File: config.mk
export PLATFORM = sky130hd
export DESIGN_NAME = key_event_decoder_flat
export DESIGN_NICKNAME = d
export VERILOG_FILES = /design/src/rtl/key_event_decoder_if.sv /design/src/rtl/key_event_decoder.sv /design/src/flat_wrapper.sv
export SDC_FILE = /design/constraint.sdc
export NUM_CORES = 1
export LEC_CHECK = 0
export ABC_CLOCK_PERIOD_IN_PS = 1900
export BUFFER_PORTS_ARGS = -buffer_cell sky130_fd_sc_hd__buf_2
export CAP_MARGIN = 0
export CORE_MARGIN = 4
export CORE_UTILIZATION = 30
export CTS_BUF_LIST = sky130_fd_sc_hd__clkbuf_4
export DETAILED_ROUTE_END_ITERATION = 10
export SLEW_MARGIN = 40
export SYNTH_ARGS = -nofsm -noshare
export SYNTH_HDL_FRONTEND = slang
export SYNTH_SLANG_ARGS = --single-unit
File: constraint.sdc
create_clock -name clk -period 1.9 [get_ports clk]
set_clock_uncertainty 0.15 [all_clocks]
set_input_delay 0.19 -clock clk [delete_from_list [all_inputs] [get_ports clk]]
set_output_delay 0.19 -clock clk [all_outputs]
set_load 0.05 [all_outputs]
File: src/rtl/key_event_decoder_if.sv
// key_event_decoder_if: debouncer-side inputs and gesture pulse outputs of the key event decoder
interface key_event_decoder_if;
  logic key_flag;
  logic key_state;
  logic short_press;
  logic double_click;
  logic long_press;
  logic hold_repeat;
  logic busy;
  modport master (
    output key_flag, key_state,
    input  short_press, double_click, long_press, hold_repeat, busy
  );
  modport slave (
    input  key_flag, key_state,
    output short_press, double_click, long_press, hold_repeat, busy
  );
endinterface

File: src/rtl/key_event_decoder.sv
// key_event_decoder: classifies debounced key gestures into short/double/long/repeat pulses
module key_event_decoder #(
  parameter int LONG_CNT   = 50_000_000,
  parameter int DBL_CNT    = 15_000_000,
  parameter int REPEAT_CNT = 10_000_000,
  parameter int CNT_W      = 32
) (
  input logic               clk,
  input logic               rst,
  key_event_decoder_if.slave kbus
);
  typedef enum logic [2:0] {IDLE, PRESS1, WAIT2, WAIT_REL, LONG_HOLD} state_t;
  localparam logic [CNT_W-1:0] LONG_LAST = CNT_W'(LONG_CNT - 1);
  localparam logic [CNT_W-1:0] DBL_LAST  = CNT_W'(DBL_CNT - 1);
  localparam logic [CNT_W-1:0] REP_LAST  = CNT_W'(REPEAT_CNT - 1);
  state_t           r_state, w_state_next;
  logic [CNT_W-1:0] r_timer, w_timer_next;
  logic             r_short, r_dbl, r_long, r_rep, r_busy;
  logic             w_short, w_dbl, w_long, w_rep;
  logic             w_press, w_rel, w_timed;
  assign w_press = kbus.key_flag & ~kbus.key_state;
  assign w_rel   = kbus.key_flag & kbus.key_state;
  assign w_timed = r_state inside {PRESS1, WAIT2, LONG_HOLD};
  // Events are tested before expiry so a strobe on the expiry cycle wins.
  always_comb begin
    w_state_next = r_state;
    w_short      = 1'b0;
    w_dbl        = 1'b0;
    w_long       = 1'b0;
    w_rep        = 1'b0;
    case (r_state)
      IDLE:      w_state_next = w_press ? PRESS1 : IDLE;
      PRESS1:
        if (w_rel) w_state_next = WAIT2;
        else if (r_timer == LONG_LAST) begin
          w_state_next = LONG_HOLD;
          w_long       = 1'b1;
        end
      WAIT2:
        if (w_press) begin
          w_state_next = WAIT_REL;
          w_dbl        = 1'b1;
        end else if (r_timer == DBL_LAST) begin
          w_state_next = IDLE;
          w_short      = 1'b1;
        end
      WAIT_REL:  w_state_next = w_rel ? IDLE : WAIT_REL;
      LONG_HOLD:
        if (w_rel) w_state_next = IDLE;
        else w_rep = (r_timer == REP_LAST);
      default:   w_state_next = IDLE;
    endcase
    w_timer_next = (w_state_next != r_state || w_rep || !w_timed) ? '0 : r_timer + CNT_W'(1);
  end
  always_ff @(posedge clk) begin
    if (rst) begin
      r_state <= IDLE;
      r_timer <= '0;
      r_short <= 1'b0;
      r_dbl   <= 1'b0;
      r_long  <= 1'b0;
      r_rep   <= 1'b0;
      r_busy  <= 1'b0;
    end else begin
      r_state <= w_state_next;
      r_timer <= w_timer_next;
      r_short <= w_short;
      r_dbl   <= w_dbl;
      r_long  <= w_long;
      r_rep   <= w_rep;
      r_busy  <= (r_state != IDLE);
    end
  end
  assign kbus.short_press  = r_short;
  assign kbus.double_click = r_dbl;
  assign kbus.long_press   = r_long;
  assign kbus.hold_repeat  = r_rep;
  assign kbus.busy         = r_busy;
endmodule

File: src/flat_wrapper.sv
// flat-port wrapper written by rule: the top's interface ports become plain ports
module key_event_decoder_flat 
#(
  parameter int LONG_CNT   = 50_000_000,
  parameter int DBL_CNT    = 15_000_000,
  parameter int REPEAT_CNT = 10_000_000,
  parameter int CNT_W      = 32
)
  (clk, rst, kbus_key_flag, kbus_key_state, kbus_short_press, kbus_double_click, kbus_long_press, kbus_hold_repeat, kbus_busy);
  key_event_decoder_if kbus_i ();
  input logic clk;
  input logic rst;
  input wire logic [$bits(kbus_i.key_flag)-1:0] kbus_key_flag;
  input wire logic [$bits(kbus_i.key_state)-1:0] kbus_key_state;
  output wire logic [$bits(kbus_i.short_press)-1:0] kbus_short_press;
  output wire logic [$bits(kbus_i.double_click)-1:0] kbus_double_click;
  output wire logic [$bits(kbus_i.long_press)-1:0] kbus_long_press;
  output wire logic [$bits(kbus_i.hold_repeat)-1:0] kbus_hold_repeat;
  output wire logic [$bits(kbus_i.busy)-1:0] kbus_busy;
  assign kbus_i.key_flag = kbus_key_flag;
  assign kbus_i.key_state = kbus_key_state;
  assign kbus_short_press = kbus_i.short_press;
  assign kbus_double_click = kbus_i.double_click;
  assign kbus_long_press = kbus_i.long_press;
  assign kbus_hold_repeat = kbus_i.hold_repeat;
  assign kbus_busy = kbus_i.busy;
  key_event_decoder #(.LONG_CNT(LONG_CNT), .DBL_CNT(DBL_CNT), .REPEAT_CNT(REPEAT_CNT), .CNT_W(CNT_W)) u_core (.clk(clk), .rst(rst), .kbus(kbus_i));
endmodule
Word-level counts from Yosys, hierarchy flattened
Cells that the tools add are included.
{"block": "word_totals", "register_bits": 40, "in_bits": 4, "word_cells": 44}
{"block": "op_classes", "add_sub_neg": 1, "n_eq_ne": 8, "mux": 13, "bitwise_logic": 5, "n_reduce_logical": 10}
{"cell": "$eq 32x24->1 const B", "n": 2}
{"cell": "$add 32x1->32 const B", "n": 1}
{"cell": "$eq 32x26->1 const B", "n": 1}
{"cell": "$mux 3", "n": 5}
{"cell": "$pmux 3 s5", "n": 1}
{"cell": "$eq 3x2->1 const B", "n": 2}
{"cell": "$mux 1", "n": 6}
{"cell": "$reduce_bool 3->1", "n": 2}
{"cell": "$reduce_or 3->1", "n": 2}
{"cell": "$reduce_or 2->1", "n": 2}
{"cell": "$eq 3x1->1 const B", "n": 1}
{"cell": "$eq 3x3->1 const B", "n": 1}
{"cell": "$logic_not 3->1", "n": 1}
{"cell": "$ne 3x3->1", "n": 1}
{"cell": "$not 1->1", "n": 3}
{"cell": "$and 1x1->1", "n": 2}
{"cell": "$logic_or 1x1->1", "n": 2}
{"cell": "$mux 2", "n": 1}
{"cell": "$logic_not 1->1", "n": 1}

Longest topological paths before layout
{"block": "depth", "word_depth": 8, "mapped_depth": 8, "ltp_nobuf": 6}

Least setup slack after synthesis
Ideal clock, no wire load.
{"block": "synth_path", "kind": "register -> register", "from": "reg u_core.r_timer[0]", "to": "reg u_core.r_timer[18]", "setup_time_ps": 115, "t_arrival_ps": 1717, "required_time_ps": 1635, "path_slack_ps": -82, "path_stages_with_launch": 9, "path_buffers": 2, "synth_period_minus_slack_ps": 1982, "path_cell_list": "dfxtp_1 ha_1 and3_1 clkbuf_1 nand3_1 nor4_2 a221o_2 buf_6 nor2_1"}
{"block": "synth_via", "elab_chain_len": 8}
{"item": "start, declared", "line_no": "key_event_decoder.sv:17", "source": "logic [CNT_W-1:0] r_timer, w_timer_next;"}
{"item": "start signal, assigned", "line_no": "key_event_decoder.sv:66", "source": "r_timer <= w_timer_next;"}
{"item": "$eq 32x24->1 or $eq 32x26->1 (tied branches)", "line_no": "key_event_decoder.sv:43, key_event_decoder.sv:35"}
{"item": "$mux 3, on equally long branches", "line_no": "key_event_decoder.sv:43, key_event_decoder.sv:35"}
{"item": "$mux 3, on equally long branches", "line_no": "key_event_decoder.sv:40, key_event_decoder.sv:34"}
{"item": "$pmux 3 s5", "line_no": "key_event_decoder.sv:31", "source": "case (r_state)"}
{"item": "$ne 3x3->1", "line_no": "key_event_decoder.sv:53", "source": "w_timer_next = (w_state_next != r_state || w_rep || !w_timed) ? '0 : r_timer + CNT_W'(1);"}
{"item": "$logic_or 1x1->1 (2 in a row)", "line_no": "key_event_decoder.sv:53"}
{"item": "$reduce_or 2->1 (no line)"}
Parallel ways exist; a longest one is shown, timed or not.
A chain may end at the register's enable or synchronous reset.

Worst setup path in the final report
{"block": "layout_path", "from": "reg u_core.r_timer[10]", "to": "reg u_core.r_timer[16]"}
Same word-level chain as after synthesis.

==> impl_metrics.csv <==
group,metric,value,unit
synthesis,synth_simple_gate_area_share,0.3735,
sta,maxSlewViolCount,0,
grt,grt_usage,0.1134,
sta,relSlewSlack,0.7946,
pwr,leakagePower,0.9263,nW
run_status,status,"complete, but fails checks",
finish,syn2layout_area_growth,31.08,%
cts,cts_sinks,40,
finish,final_common_cell,"buf_4",
floorplan,start_util,0.3135,
detailed_routing,drcViolationCount,0,
synthesis,syn-instance-count,229,
cts,root_buffer,"clkbuf_4",
detailed_routing,firstDrtPassIters,4,
grt,first_global_vias,1622,
sta,period_minus_slack,2.058,ns
detailed_routing,post_drt_via_cell_ratio,4.835,
synthesis,synth_mux_area_frac,0,
cts,cts_made_buffers,5,
cts,clk_pin_slew,0.13,ns
worst_setup_path,cp-end-kind,"register",
synthesis,syn_nets,234,
finish,antenna_cells,0,
sta,hold_viol_final,0,
floorplan,rows,29,
detailed_routing,ant_nets,0,
worst_setup_path,start_kind,"register",
worst_setup_path,critical_path_class,"register to register",
floorplan,die_y,89.92,um
synthesis,syn_avg_cell_area,8.791,sq um
floorplan,die_x,89.92,um
detailed_routing,post_drt_wl_per_cell,12.51,um
grt,antenna_found_initial,0,
cts,cts_tree,"yes",
synthesis,synth-edff-count,0,
finish,layout_common_cells,"43 x buf_4, 41 x nor2_1, 35 x dfxtp_1, 26 x xnor2_1, 12 x nand2_1",
cts,cts_max_level,2,
place,dp_hpwl,3212,um
synthesis,async_flop_share,0,
synthesis,synth-adder-area-share,0.006215,
run_status,violations,"negative setup slack",
pwr,power_density,517.2,nW/um^2
pwr,worst_ir_drop_vdd,164.5,uV
synthesis,ys_warn_count,0,
cts,clk_latency,0.36,ns
synthesis,synth.cell_area,2013,sq um
min_path,hp-class,"primary input to register",
grt,grt_max_degree,22,
synthesis,synth_top_family_by_area,"simple AND/OR/NAND/NOR gates",
sta,setup_violations,32,
finish,num-fill-cells,640,
detailed_routing,vias,1755,
cts,clock_path_buffers,2,
sta,timing.hold.ws,0.05069,ns
finish,nNetsFinal,290,
synthesis,synthFlopType,"dfxtp_1",
worst_setup_path,required,1.99,ns
place,gp_congestion,0.7797,
synthesis,synthDistinctLibCells,42,
sta,tightestPinTransition,0.3058,ns
grt,grt_first_pass_wirelength,7679,um
grt,grt_remaining_overflow,0,
sta,setup_slack,-0.1578,ns
sta,post-route-period-util,1.083,
synthesis,synth-compound-area-share,0.03729,
detailed_routing,routed_wl,4541,um
worst_setup_path,path_max_fanout,21,
synthesis,synth-xor-area-share,0.1349,
sta,max_freq,486.0,MHz
synthesis,yosysSeqAreaShare,0.3978,
detailed_routing,first_iter_violations,62,
run,max-cap-violations,0,
floorplan,coreArea,6422,sq um
place,numPortBuffers,8,
floorplan,io-pin-count,9,
synthesis,ys_ff_latch,40,
sta,rsz0062_at_grt,"true",
finish,final_layout_size_suffix_gt1_frac,0.3427,
floorplan,dieArea,8086,sq um
place,dp_slack,-0.1359,ns
worst_setup_path,worstPathArrival,2.15,ns
[area by class of cell]
class	count	area, sq um	share of cell area
Multi-Input combinational cell	173	1204	0.4561
Clock inverter	1	3.754	0.001422
Sequential cell	40	807.0	0.3058
Tap cell	77	96.34	0.03651
Clock buffer	7	52.55	0.01991
Inverter	6	22.52	0.008535
Timing Repair Buffer	59	452.9	0.1716
[per-layer routing]
metal	up-vias	global-route usage	routed length [um]
li1	907	-	-
met1	813	0.1572	2208
met2	26	0.1736	2142
met3	9	0.02588	134
met4	0	0.03827	55
met5	-	0	0
[where the power goes]
part / leakage (nW) / internal (mW) / switching (mW)
combinational: 0.567 / 0.0282 / 0.0374
clock: 0.0338 / 0.171 / 0.277
sequential: 0.325 / 0.844 / 0.00722
total: 0.926 / 1.04 / 0.322
[final timing paths]
kind | start | to | slack, ns | depth (start not counted)
max | u_core.r_timer[10]$_SDFF_PP0_ | u_core.r_timer[16]$_SDFF_PP0_ | -0.16 | 6
min | kbus_key_state | u_core.r_state[0]$_SDFF_PP0_ | 0.05 | 4
max reg2reg | u_core.r_timer[10]$_SDFF_PP0_ | u_core.r_timer[16]$_SDFF_PP0_ | -0.16 | 6
min reg2reg | u_core.r_timer[0]$_SDFF_PP0_ | u_core.r_timer[0]$_SDFF_PP0_ | 0.40 | 2
[Yosys cell counts (3+ instances only)]
| master | n | area [sq um] |
|---|---|---|
| xor2_1 | 5 | 43.79 |
| nand4_1 | 9 | 56.30 |
| and3_1 | 5 | 31.28 |
| inv_1 | 6 | 22.52 |
| nand3_1 | 10 | 50.05 |
| and2_1 | 3 | 18.77 |
| nor4_2 | 8 | 100.1 |
| xnor2_1 | 26 | 227.7 |
| nor4_1 | 3 | 18.77 |
| nor3_1 | 10 | 50.05 |
| buf_6 | 5 | 56.30 |
| nor2_1 | 47 | 176.4 |
| nand2_1 | 12 | 45.04 |
| buf_2 | 3 | 15.01 |
| nand4b_1 | 3 | 26.28 |
| a21oi_1 | 3 | 15.01 |
| dfxtp_1 | 40 | 800.8 |
[per-stage QoR]
step | area (sq um) | std cells | util | TNS, ns | power, mW
after global placement | 2414 | 348 | 0.3758 | -1.364 | 0.9257
final | 2639 | 363 | 0.4109 | -4.290 | 1.365
after detailed placement | 2414 | 348 | 0.3758 | -3.686 | 0.9260
after floorplan | 2014 | 229 | - | -0.9469 | 0.9070
after global routing | 2639 | 363 | 0.4109 | -6.452 | 1.420
after CTS | 2511 | 359 | 0.3910 | -3.116 | 1.375
[cell families after synthesis]
| kind of cell | Yosys count |
|---|---|
| adders and majority gates | 1 |
| DFF | 40 |
| xor gates and xnor gates | 31 |
| buffers and inverters | 16 |
| AOI/OAI and AO/OA | 11 |
| and+or+nand+nor | 130 |
[state kept, by name (all words and copies together) (netlist names)]
signal,count
u_core.kbus.short_press,1
u_core.kbus.hold_repeat,1
u_core.kbus.long_press,1
u_core.kbus.double_click,1
u_core.kbus.busy,1
u_core.r_state,3
u_core.r_timer,32
[critical path: stages (launching register included)]
cell and delay (ns):
dfxtp_2 0.35, or4b_4 0.54, nand3b_1 0.23, nor4_4 0.19, a221o_2 0.26, buf_12 0.17
nor2_1 0.07
[timing repair]
| action | in CTS | in global routing |
|---|---|---|
| gates cloned | 0 | 1 |
| setup endpoints to repair | 34 | 36 |
| resized for setup | 3 | 26 |
| pin swaps | 1 | 7 |
| buffers inserted | 1 | 3 |
| endpoints found under the hold margin | 5 | 0 |
| hold buffers | 2 | 0 |
No activity file was read; power rests on OpenSTA's default activity.
